`src/rtl/mem_arbiter.sv`:
```
// Two-port to one-port memory arbiter: merges instruction refill and data ports
// onto one shared REQ/VALID memory port, round-robin or fixed data priority.
module mem_arbiter #(
    parameter int unsigned FIXED_PRIO = 0
) (
    input  logic        clk,
    input  logic        res,
    input  logic        instr_req,
    input  logic [31:0] instr_adr,
    output logic        instr_valid,
    output logic [31:0] instr_read,
    input  logic        data_req,
    input  logic        data_we,
    input  logic [3:0]  data_be,
    input  logic [31:0] data_adr,
    input  logic [31:0] data_wdata,
    output logic        data_valid,
    output logic [31:0] data_read,
    output logic        mem_req,
    output logic        mem_we,
    output logic [3:0]  mem_be,
    output logic [31:0] mem_adr,
    output logic [31:0] mem_wdata,
    input  logic        mem_valid,
    input  logic [31:0] mem_rdata
);

    typedef enum logic [1:0] {
        IDLE,
        BUSY_I,
        BUSY_D
    } state_t;

    typedef enum logic {
        PORT_I,
        PORT_D
    } port_t;

    state_t state;
    port_t  last;
    logic   start_i;
    logic   start_d;

    assign instr_read  = mem_rdata;
    assign data_read   = mem_rdata;
    // Valids are gated by res so nothing completes in the reset cycle.
    assign instr_valid = !res && mem_valid && (state == BUSY_I);
    assign data_valid  = !res && mem_valid && (state == BUSY_D);

    // A grant happens from IDLE, or as a direct hand-over to the other port on completion;
    // the completing port's own req is stale in that cycle and is not looked at.
    always_comb begin
        start_i = 1'b0;
        start_d = 1'b0;
        case (state)
            IDLE: begin
                if (instr_req && data_req) begin
                    if (FIXED_PRIO != 0 || last == PORT_I) begin
                        start_d = 1'b1;
                    end else begin
                        start_i = 1'b1;
                    end
                end else begin
                    start_i = instr_req;
                    start_d = data_req;
                end
            end
            BUSY_I:  start_d = mem_valid && data_req;
            BUSY_D:  start_i = mem_valid && instr_req;
            default: begin
                start_i = 1'b0;
                start_d = 1'b0;
            end
        endcase
    end

    always_ff @(posedge clk) begin
        if (res) begin
            state     <= IDLE;
            last      <= PORT_D;
            mem_req   <= 1'b0;
            mem_we    <= 1'b0;
            mem_be    <= '0;
            mem_adr   <= '0;
            mem_wdata <= '0;
        end else if (start_i) begin
            state     <= BUSY_I;
            last      <= PORT_I;
            mem_req   <= 1'b1;
            mem_we    <= 1'b0;
            mem_be    <= '1;
            mem_adr   <= instr_adr;
            mem_wdata <= '0;
        end else if (start_d) begin
            state     <= BUSY_D;
            last      <= PORT_D;
            mem_req   <= 1'b1;
            mem_we    <= data_we;
            mem_be    <= data_be;
            mem_adr   <= data_adr;
            mem_wdata <= data_wdata;
        end else if (state != IDLE && mem_valid) begin
            state   <= IDLE;
            mem_req <= 1'b0;
        end
    end

endmodule

```
`config.mk`:
```
export PLATFORM = sky130hd
export DESIGN_NAME = mem_arbiter
export DESIGN_NICKNAME = d
export VERILOG_FILES = /design/src/rtl/mem_arbiter.sv
export SDC_FILE = /design/constraint.sdc
export NUM_CORES = 1
export LEC_CHECK = 0
export BUFFER_PORTS_ARGS = -buffer_cell sky130_fd_sc_hd__buf_2
export CORE_AREA = 2 2 105 107
export CTS_CLUSTER_DIAMETER = 200
export DETAILED_ROUTE_END_ITERATION = 7
export DIE_AREA = 0 0 107 109
export PLACE_DENSITY = 0.67
export SYNTH_ARGS = -nofsm -noshare
export SYNTH_HDL_FRONTEND = slang
export SYNTH_SLANG_ARGS = --single-unit
```
`constraint.sdc`:
```
create_clock -name clk -period 2 [get_ports clk]
set_input_delay 0.2 -clock clk [delete_from_list [all_inputs] [get_ports clk]]
set_output_delay 0.2 -clock clk [all_outputs]
set_load 0.1 [all_outputs]
```
# Yosys cells after proc, flatten, opt, wreduce, memory -nomap -nowiden
# Cells that the tools add are included.
op_classes:
  n_eq_ne: 2
  muxes: 18
  reduce_logical: 14
ops:
  columns: ["cell", "count"]
  rows:
  - ["2-to-1 mux 32 bit", 2]
  - ["2-to-1 mux 1 bit", 10]
  - ["2-to-1 mux 4 bit", 2]
  - ["logical AND 1 bit", 7]
  - ["nonzero test 2 bit", 3]
  - ["2-to-1 mux 2 bit", 2]
  - ["case mux 1 bit (2 select lines)", 2]
  - ["nonzero test 3 bit", 1]
  - ["== test 2 x 1 -> 1 bit (second input constant)", 1]
  - ["== test 2 bit (second input constant)", 1]
  - ["logical NOT 2 bit", 1]
  - ["OR reduction 2 bit", 1]
  - ["logical NOT 1 bit", 1]
totals:
  regBits: 73
  inputBits: 138
  out_inout_bits: 136
  wordCells: 42

# Longest topological paths before layout
depth:
  ltp_word: 5
  ltp_mapped: 6
  ltp_nobuf: 4

# Least setup slack after synthesis
# No wires, ideal clock.
synth_timing:
  path_type: "register to output"
  from: "reg state[1]"
  to: "out instr_valid"
  t_arrival_ps: 3237
  required_time_ps: 1800
  setup_slack_ps: -1437
  path_stages_with_launch: 2
  path_buffers: 0
  cell_sequence: "dfxtp_1 > nor4bb_1"
synth_via:
  elab_chain_cells: 2
synth_rtl:
  columns: ["element", "line", "text"]
  rows:
  - ["from (decl)", "39", "state_t state;"]
  - ["from (signal assigned)", "79", "state <= IDLE;"]
  - ["from (signal assigned)", "87", "state <= BUSY_I;"]
  - ["from (signal assigned)", "95", "state <= BUSY_D;"]
  - ["== test 2 x 1 -> 1 bit", "47", "assign instr_valid = !res && mem_valid && (state == BUSY_I);"]
  - ["logical AND 1 bit", "47", null]
  - ["to (decl)", "10", "output logic instr_valid,"]
# No other way between the ends.

# Worst setup path in the final report
layout_timing:
  from: "reg state[1]"
  to: "out data_valid"
layout_via:
  elab_chain_cells: 2
layout_rtl:
  columns: ["element", "line", "text"]
  rows:
  - ["== test 2 bit", "48", "assign data_valid = !res && mem_valid && (state == BUSY_D);"]
  - ["logical AND 1 bit", "48", null]
  - ["to (decl)", "17", "output logic data_valid,"]
# No other way between the ends.

==> summary.txt <==
CP Launch Type = flip-flop
Vias = 3073
Starting Density = 31.6%
I/O pins = 274
Worst-case clock buffer depth = 2
Worst setup EP type = output port
Height of the die = 109 um
WP data arrival = 1.48 ns
Comb power frac = 35.1%
Power Density = 1060 mW/mm2
Commonest non-fill, non-tap cell in the layout = buf_2
Slew @ Worst Pin = 0.498 ns
Period minus WS final = 1.68 ns
Final design area excluding fillers = 0.00404 mm2
Synth Net Count = 534
Crit-path max cell delay = 0.45 ns
VDD IR max = 0.000432 V
Final Max Tran Viols = 0
Num rows = 38
Placed Area = 0.00384 mm2
CTS Buf Count = 9
Diode count = 0
Worst path required time = 1.80 ns
Tot GR Track Use = 14.5%
RSZ-0062 raised after global routing = no
Layout cells sized above 1 = 42.0%
Gpl congestion = 0.739
Flops & latches, synth = 73
Cell variety after synth = 25
Yosys warnings = 0
Vias per cell = 4.79
Die X = 107 um
Sw frac = 42.0%
Clk_lat worst skew = 0.34 ns
Fmax = 0.596 GHz
Final Cycle Share = 83.9%
Dpl hpwl = 6160 um
Largest net degree at the start of global routing = 71
CP Class = flip-flop to output port
Relative slew slack = 67.0%
Crit path max fanout = 6
Crit path max-delay family = flip-flops
Synthesized area = 0.00335 mm2
I/O Buffers = 177
Finished Layout Cells = 642
Final Routed Wirelength = 8640 um
# nets final = 635
Clock group share of total power = 26.4%
Setup violations, final = 0
Pre-antenna DRT Iters = 4
Filler cell count = 1108
Post-CTS sizing = 0
Clk slew on worst S/H paths = 0.07 ns
Post-CTS Setup Bufs = 0
Net Switching = 1790 uW
TNS Setup = 0 ns
Final hold vios = 0
Avg WL per Cell = 13.5 um
Pint = 2470 uW
Vias in the first global route = 2906
Critical-path cell list = and4bb_2 > buf_2
Area grow syn2layout = 20.4%
Max_cap viols = 0
Status = completed
Full die area = 0.0117 mm2
Post-CTS Hold Buffers = 0
Initial antenna violation count = 0
CP Buf/Inv Count = 1
Most frequent cells in the layout = 177 x buf_2, 73 x dfxtp_1, 67 x a21oi_1, 67 x nand2_1
Slowest-stage cell, CP = dfxtp_1
Starting DRT DRC Count = 169
Final ANT Viol Nets = 0
Clock skew = 0.00652 ns
Clock sink count = 73
DR DRC count = 0
Sequential share of power = 38.5%
First-pass GRT wire length = 13300 um
Cells after Synth = 396
Register area share after synthesis = 43.6%
CTS tree = yes
H-tree depth = 3
DP Cell Count = 626
HP Class = input pin to flip-flop
Mapped Avg Cell Area = 8.47 um2
GRT overflow = 0
Clock root buffer = clkbuf_8
Core area = 0.0106 mm2
Leakage = 0.00185 uW
[layout make-up]
cell class	count	area, um2	area share, %
clock inverter	3	21.3	0.527
sequential	73	1460	36.2
timing repair buffer	184	963	23.9
clock buffer	13	179	4.43
tap	140	175	4.34
multi-input combinational	228	1230	30.6
inverter	1	3.75	0.0930
[power groups by stage]
| stage | sequential [uW] | combinational, uW | clock [uW] |
|---|---|---|---|
| detailed placement | 1670 | 1510 | 0 |
| global placement | 1670 | 1490 | 0 |
| CTS | 1640 | 1510 | 1190 |
| global route | 1650 | 1580 | 1250 |
| floorplan | 2490 | 1000 | 0 |
| finish | 1640 | 1500 | 1130 |
[per-stage QoR]
stage	hold WS [ns]	worst slack, ns	power, uW	util (%)
floorplan	0.336	0.328	3490	-
global placement	0.401	0.516	3160	36.2
detailed placement	0.401	0.453	3180	36.2
CTS	0.0625	0.297	4340	38.1
global route	0.0522	0.219	4480	38.1
finish	0.0902	0.321	4260	38.1
[registers in the layout (all words and copies together), names as in the netlist]
register	count
mem_we	1
mem_adr	32
mem_wdata	32
state	2
last	1
mem_be	4
mem_req	1
[synth_stat cells (all sizes together)]
cell	n	area [um2]
a211o	2	17.5
a211oi	1	20.0
a21oi	67	335
a221oi	1	8.76
a22oi	32	240
and4bb	1	12.5
buf	87	644
clkbuf	7	26.3
dfxtp	73	1460
inv	1	3.75
nand2	67	251
nand2b	3	26.3
nand3	32	160
nor2	6	22.5
nor2b	2	17.5
nor3	9	60.1
nor4bb	1	10.0
o211a	1	10.0
o211ai	1	12.5
o21ai	1	5.00
o21bai	1	7.51
[cell families (layout without fill, tap and decap cells)]
group / count (synthesis) / count (layout) / share of synthesized area [%]
simple gates: 121 / 121 / 16.7
compound gates: 107 / 107 / 19.6
buf+inv: 95 / 201 / 20.1
flops: 73 / 73 / 43.6
[tightest hold or removal path: cells and delay by family]
kind	cells	cell delay, ns
AND/OR/NAND/NOR	1	0.05
AO/OA/AOI/OAI	1	0.05
buffers and inverters	1	0.10
[metal layers]
| layer | vias to the layer above | GRT usage (%) | wire (um) |
|---|---|---|---|
| met1 | 1412 | 15.7 | 3470 |
| met4 | 0 | 8.53 | 243 |
| met2 | 138 | 25.0 | 4230 |
| met5 | - | 0 | 0 |
| met3 | 28 | 4.60 | 700 |
| li1 | 1495 | - | - |
[worst paths after layout]
path / startpoint / end / slack, ns / depth (start not counted)
min: data_wdata[1] / mem_wdata[1]$_SDFFE_PP0P_ / 0.09 / 3
min reg2reg: mem_wdata[19]$_SDFFE_PP0P_ / mem_wdata[19]$_SDFFE_PP0P_ / 0.45 / 2
max reg2reg: state[1]$_SDFFE_PP0P_ / mem_adr[22]$_SDFFE_PP0P_ / 0.43 / 5
max: state[1]$_SDFFE_PP0P_ / data_valid / 0.32 / 2
Note: power is estimated with default switching activity, not from simulation.
